## config.mk

```make
export PLATFORM = sky130hd
export DESIGN_NAME = csr_ssm_irq
export DESIGN_NICKNAME = d
export VERILOG_FILES = /design/src/rtl/csr_ssm_irq.sv
export SDC_FILE = /design/constraint.sdc
export NUM_CORES = 1
export LEC_CHECK = 0
export ABC_AREA = 1
export BUFFER_PORTS_ARGS = -buffer_cell sky130_fd_sc_hd__buf_2
export CORE_MARGIN = 2
export CORE_UTILIZATION = 37
export DETAILED_ROUTE_END_ITERATION = 6
export PLACE_DENSITY = 0.62
export SLEW_MARGIN = 20
export SYNTH_ARGS = -nofsm -noshare
export SYNTH_HDL_FRONTEND = slang
export SYNTH_SLANG_ARGS = --single-unit
```

## constraint.sdc

```tcl
create_clock -name i_clk -period 3.79 [get_ports i_clk]
set_input_delay 0.1895 -clock i_clk [delete_from_list [all_inputs] [get_ports i_clk]]
set_output_delay 0.1895 -clock i_clk [all_outputs]
set_load 0.02 [all_outputs]
```

## src/rtl/csr_ssm_irq.sv

```systemverilog
// csr_ssm_irq: machine-mode CSR file and trap controller with prioritised interrupts,
// vectored mtvec and 64-bit mcycle/minstret counters.
//   i_clk, i_rst_n                      clock, asynchronous active-low reset
//   i_external/software/timer_interrupt level-sensitive MEI/MSI/MTI
//   i_local_interrupt                   NUM_LOCAL_IRQ level-sensitive lines (mip/mie bits 16+k)
//   i_ce, i_is_*                        writeback-stage valid and decoded trap/return events
//   i_csr_en, i_funct3, i_csr_index     CSR instruction, op and address
//   i_rs1, i_imm, i_pc, i_y             operand, zimm, instruction PC, faulting address
//   o_csr_out                           combinational read of i_csr_index (pre-write value)
//   o_trap_address, o_return_address    trap vector and mepc for the PC mux
//   o_go_to_trap_q, o_return_from_trap_q one-cycle registered trap-entry / MRET pulses
module csr_ssm_irq #(
    parameter logic [31:0] TRAP_ADDRESS = 32'h0000_0000,
    parameter int NUM_LOCAL_IRQ = 4
) (
    input  logic                     i_clk,
    input  logic                     i_rst_n,
    input  logic                     i_external_interrupt,
    input  logic                     i_software_interrupt,
    input  logic                     i_timer_interrupt,
    input  logic [NUM_LOCAL_IRQ-1:0] i_local_interrupt,
    input  logic                     i_ce,
    input  logic                     i_is_inst_illegal,
    input  logic                     i_is_ecall,
    input  logic                     i_is_ebreak,
    input  logic                     i_is_mret,
    input  logic                     i_is_inst_addr_misaligned,
    input  logic                     i_is_load_addr_misaligned,
    input  logic                     i_is_store_addr_misaligned,
    input  logic                     i_csr_en,
    input  logic [2:0]               i_funct3,
    input  logic [11:0]              i_csr_index,
    input  logic [31:0]              i_rs1,
    input  logic [31:0]              i_imm,
    input  logic [31:0]              i_pc,
    input  logic [31:0]              i_y,
    output logic [31:0]              o_csr_out,
    output logic [31:0]              o_trap_address,
    output logic [31:0]              o_return_address,
    output logic                     o_go_to_trap_q,
    output logic                     o_return_from_trap_q
);
    // MSIE/MTIE/MEIE plus one bit per local line starting at bit 16
    localparam logic [31:0] IRQ_MASK = 32'h0000_0888 | (((32'd1 << NUM_LOCAL_IRQ) - 32'd1) << 16);

    logic        mstatus_mie, mstatus_mpie;
    logic [31:0] mie_q, mip_q, mscratch, mcause, mtval;
    logic [29:0] mtvec_base, mepc_q;
    logic        mtvec_mode;
    logic [63:0] mcycle, minstret;
    logic [31:0] irq_in, pending, src, wdata, trap_val;
    logic [4:0]  int_code, exc_code, trap_code;
    logic        flush, valid, take_int, take_exc, take_trap, do_mret, we_op, csr_we;
    logic        unused_imm;

    assign unused_imm = ^i_imm[31:5];

    assign irq_in = (32'(i_local_interrupt) << 16)
                  | {20'b0, i_external_interrupt, 3'b0, i_timer_interrupt, 3'b0, i_software_interrupt, 3'b0};

    // Both pulses mark the cycle in which the pipeline is being redirected
    assign flush     = o_go_to_trap_q | o_return_from_trap_q;
    assign valid     = i_ce & ~flush;
    assign pending   = mip_q & mie_q;
    assign take_int  = valid & mstatus_mie & |pending;
    assign take_exc  = valid & (i_is_inst_addr_misaligned | i_is_inst_illegal | i_is_ebreak | i_is_ecall
                              | i_is_load_addr_misaligned | i_is_store_addr_misaligned);
    assign take_trap = take_int | take_exc;
    assign do_mret   = valid & i_is_mret & ~take_trap;

    // Walk local lines from high to low so the lowest index wins, then the fixed core ones on top
    always_comb begin
        int_code = 5'd0;
        for (int k = NUM_LOCAL_IRQ - 1; k >= 0; k--)
            if (pending[16 + k]) int_code = 5'(16 + k);
        if (pending[7])  int_code = 5'd7;
        if (pending[3])  int_code = 5'd3;
        if (pending[11]) int_code = 5'd11;
    end

    assign exc_code  = i_is_inst_addr_misaligned ? 5'd0 : i_is_inst_illegal ? 5'd2 : i_is_ebreak ? 5'd3 :
                       i_is_ecall ? 5'd11 : i_is_load_addr_misaligned ? 5'd4 : 5'd6;
    assign trap_code = take_int ? int_code : exc_code;
    assign trap_val  = take_int ? 32'b0 : i_is_inst_addr_misaligned ? i_y : i_is_inst_illegal ? 32'b0 :
                       i_is_ebreak ? i_pc : i_is_ecall ? 32'b0 : i_y;

    always_comb begin
        case (i_csr_index)
            12'h300: o_csr_out = {19'b0, 2'b11, 3'b0, mstatus_mpie, 3'b0, mstatus_mie, 3'b0};
            12'h304: o_csr_out = mie_q;
            12'h344: o_csr_out = mip_q;
            12'h305: o_csr_out = {mtvec_base, 1'b0, mtvec_mode};
            12'h340: o_csr_out = mscratch;
            12'h341: o_csr_out = {mepc_q, 2'b00};
            12'h342: o_csr_out = mcause;
            12'h343: o_csr_out = mtval;
            12'hB00: o_csr_out = mcycle[31:0];
            12'hB80: o_csr_out = mcycle[63:32];
            12'hB02: o_csr_out = minstret[31:0];
            12'hB82: o_csr_out = minstret[63:32];
            default: o_csr_out = 32'b0;
        endcase
    end

    assign src    = i_funct3[2] ? {27'b0, i_imm[4:0]} : i_rs1;
    assign wdata  = (i_funct3[1:0] == 2'b10) ? (o_csr_out | src) :
                    (i_funct3[1:0] == 2'b11) ? (o_csr_out & ~src) : src;
    // Set/clear with a zero source is a pure read
    assign we_op  = (i_funct3[1:0] == 2'b01) | (i_funct3[1] & |src);
    assign csr_we = i_ce & i_csr_en & ~take_trap & ~flush & we_op;

    assign o_return_address = {mepc_q, 2'b00};
    assign o_trap_address   = {mtvec_base, 2'b00}
                            + ((mtvec_mode & mcause[31]) ? {25'b0, mcause[4:0], 2'b00} : 32'b0);

    always_ff @(posedge i_clk or negedge i_rst_n) begin
        if (!i_rst_n) begin
            mstatus_mie          <= 1'b0;
            mstatus_mpie         <= 1'b0;
            mie_q                <= 32'b0;
            mip_q                <= 32'b0;
            mtvec_base           <= TRAP_ADDRESS[31:2];
            mtvec_mode           <= 1'b0;
            mscratch             <= 32'b0;
            mepc_q               <= 30'b0;
            mcause               <= 32'b0;
            mtval                <= 32'b0;
            mcycle               <= 64'b0;
            minstret             <= 64'b0;
            o_go_to_trap_q       <= 1'b0;
            o_return_from_trap_q <= 1'b0;
        end else begin
            mip_q <= irq_in;
            mcycle <= (csr_we && i_csr_index == 12'hB00) ? {mcycle[63:32], wdata} :
                      (csr_we && i_csr_index == 12'hB80) ? {wdata, mcycle[31:0]} : mcycle + 64'd1;
            minstret <= (csr_we && i_csr_index == 12'hB02) ? {minstret[63:32], wdata} :
                        (csr_we && i_csr_index == 12'hB82) ? {wdata, minstret[31:0]} :
                        minstret + {63'b0, valid & ~take_trap};
            if (csr_we) begin
                case (i_csr_index)
                    12'h300: begin
                        mstatus_mie  <= wdata[3];
                        mstatus_mpie <= wdata[7];
                    end
                    12'h304: mie_q <= wdata & IRQ_MASK;
                    12'h305: begin
                        mtvec_base <= wdata[31:2];
                        if (!wdata[1]) mtvec_mode <= wdata[0];
                    end
                    12'h340: mscratch <= wdata;
                    12'h341: mepc_q   <= wdata[31:2];
                    12'h342: mcause   <= wdata;
                    12'h343: mtval    <= wdata;
                    default: ;
                endcase
            end
            // MRET follows the CSR write so its MIE/MPIE update wins if both occur
            if (take_trap) begin
                mepc_q       <= i_pc[31:2];
                mstatus_mpie <= mstatus_mie;
                mstatus_mie  <= 1'b0;
                mcause       <= {take_int, 26'b0, trap_code};
                mtval        <= trap_val;
            end else if (do_mret) begin
                mstatus_mie  <= mstatus_mpie;
                mstatus_mpie <= 1'b1;
            end
            o_go_to_trap_q       <= take_trap;
            o_return_from_trap_q <= do_mret;
        end
    end
endmodule

```

==> flow_summary.toml <==
[run_status]
status = "finished, violations left"
violations = "design-rule violations"

[placed_design]
portBuffers = 227
hpwlAfterDp_mm = 95.9
place_congestion = 1.02
dpl-instance-area_sq_um = 25100
place_ws_ps = 218

[routing]
via_per_inst = 5.77
drc = 17
final_antenna_net_count = 0
drt-initial-drc-count = 3450
wl_mm = 125
num_vias = 27200
drtPass1Iterations = 7
drt-wirelength-per-cell_um = 26.4

[timing]
setup_violations = 0
finalCritPeriodShare_pct = 95.0
whs_ps = 21.3
drv_slew = 0
skew_ps = 25.5
layout_setup_ws_ps = 189
timing.final.hold_violations = 0
max_freq_mhz = 278
fin_setup_tns_ps = 0
worstMarginPinSlew_ps = 1160
relSlewSlack_pct = 22.4
fin_crit_ps = 3600

[clock_network]
cts_tree = "done"
cts_max_level = 2
clk_pin_slew_ps = 70
clock-root-buffer = "clkbuf_16"
cts.sinks = 303
post_cts_buffers = 0
clock_path_buffers = 3
insertion_delay_ps = 610
cts_made_buffers = 40

[synth]
yosys.cell_count.top_type = "nand2_1"
synthArstFlopShare_pct = 100
yosys_warnings = 0
yosys-top-cells-area = "dfrtp_1 (33%), nand2_1 (21%), nand3_1 (11%), nor2_1 (6.4%), inv_1 (5.3%)"
synth.avg_cell_area_sq_um = 6.27
synthTopCellsByCount = "nand2_1 (1273), nand3_1 (521), nor2_1 (394)"
yosys_register_bits = 303
ys_types = 52
synth_largest_type_area_fraction_pct = 33.0
synthCells = 3660
synthFlopType = "dfrtp_1"
synth_top_cell_by_area = "dfrtp_1"
synth_edf_count = 0
synth_area_sq_um = 23000
synth-seq-area-share_pct = 33.0

[die]
ios = 259
die_h_um = 253
fp.dieW_um = 253
core_area_sq_um = 61500
start_util_pct = 37.4
dieArea_sq_um = 64100
rows = 91

[cells_and_area]
drive_gt1_share_pct = 11.9
synthToLayoutAreaGrowth_pct = 16.9
fillCellCount = 6661
nets = 4062
design_area_sq_um = 26800

[global_route]
grt_overflow = 0
first_global_vias = 25100
grtUsageTotal_pct = 38.6
grt_start_max_net_pins = 96
grt_pass1_wl_mm = 178
antenna_found_initial = 4

[critical_path]
path_class = "flip-flop to output port"
critPathMostFrequentCell = "nand2_1"
crit_chain = "nand2_1, nor2_1, ha_1, inv_1, fa_1, nand3b_1, nand2_1, nand2_1, a21oi_1, buf_4, nand2_1, nor4_4, nand2_1, xor2_1, buf_2"
slowest_stage = "dfrtp_2"
crit_fanout = 4
worstSetupStartpointType = "flip-flop"
slowest_delay_ps = 410
cp.required_ps = 3600
endpoint_kind = "output port"
crit_buf_inv = 3
path_delay_family = "simple AND/OR/NAND/NOR gates"
crit_arrival_ps = 3410
worstReg2RegStart = "mie_q[18]$_DFFE_PN0P_"
crit_start = "mcause[31]$_DFFE_PN0P_"

[pwr]
ir_drop_v = 0.000296
p_total_mw = 10.2
powerDensity_nw_per_um2 = 381
p_leak_nw = 13.6

[job]
drv_cap = 0

[worst_hold_path]
worstHoldStart = "i_is_ebreak"
hold_class = "input port to flip-flop"
[through the flow]
stage	std cells	util [%]
floorplan	3663	-
global placement	4600	40.7
detailed placement	4600	40.7
CTS	4712	43.6
global route	4714	43.6
finish	4714	43.6
[layout by cell type (no fill, tap or decap), drive strengths merged, types with 15 or more instances in the layout]
cell type    instances
nor3                84
o211ai              15
dlygate4sd3         40
nor2               418
a22oi               32
clkbuf              57
o21ai              140
nand3              523
a21oi               59
dfrtp              303
nand4               85
inv                337
buf                307
xor2               103
nor4                16
xnor2               16
nand2             1305
[tightest hold or removal path, delay by kind of cell]
family	cells	cell delay [ps]
compound gates	1	80
simple gates	3	210
buf+inv	1	90
[where the power goes]
group / total (mW) / switching, mW / leakage (nW) / internal [mW]
registers: 4.05 / 0.471 / 3.83 / 3.58
clock network: 3.97 / 1.70 / 0.641 / 2.27
logic: 2.19 / 1.55 / 9.17 / 0.640
total: 10.2 / 3.72 / 13.6 / 6.50
[state kept, by name, indices dropped and copies added (netlist names)]
name,cells
mcycle,64
minstret,64
mcause,32
mscratch,32
mtval,32
mepc_q,30
mtvec_base,30
mie_q,7
mip_q,7
mstatus_mie,1
mstatus_mpie,1
mtvec_mode,1
o_go_to_trap_q,1
o_return_from_trap_q,1
[metal layers]
metal,vias to the layer above,GRT usage (%),wire [um]
met1,12900,53.4,51100
li1,12300,-,-
met5,-,0,13
met4,2,20.2,7770
met3,323,7.03,13400
met2,1660,57.3,52300
[worst paths after layout]
| check | cells past startpoint | end | slack (ps) |
|---|---|---|---|
| worst max-delay path | 15 | o_trap_address[30] | 190 |
| worst min-delay path | 5 | o_go_to_trap_q$_DFF_PN0_ | 20 |
| worst max register to register | 22 | minstret[54]$_DFFE_PN0N_ | 350 |
| worst min register to register | 2 | mscratch[7]$_DFFE_PN0P_ | 480 |
| max in group asynchronous | 3 | mcycle[8]$_DFFE_PN0P_ | 2500 |
| min in group asynchronous | 2 | mcycle[40]$_DFFE_PN0N_ | 160 |
[kinds of logic (layout without fill, tap and decap cells)]
| family | count (synthesis) | count (layout) | share of synthesized area, % |
|---|---|---|---|
| DFF | 303 | 303 | 33.0 |
| and+or+nand+nor | 2458 | 2458 | 46.1 |
| buffers and inverters | 498 | 757 | 8.99 |
| xor gates and xnor gates | 119 | 119 | 4.54 |
| other | 1 | 6 | 0.0163 |
| adders and majority gates | 9 | 9 | 0.523 |
| AOI/OAI and AO/OA | 272 | 272 | 6.81 |
[layout make-up]
type                    count  area (sq um)  area share, %
diodes                      2          5.00         0.0186
clock buffers              57          1150           4.30
clock inverters            15           169          0.629
inverters                 338          1270           4.74
multi-input cells        2862         13400           49.9
flip-flops and latches    303          7580           28.3
well taps                 790           988           3.68
repair buffers            347          2260           8.42
[what timing repair did]
action | 4_1_cts | 5_1_grt
pin swaps | 0 | 1
hold buffers | 40 | 0
gates resized for setup | 1 | 11
endpoints found under the hold margin | 105 | 0
setup endpoints to repair | 1 | 11
Note: power is estimated with default switching activity, not from simulation.
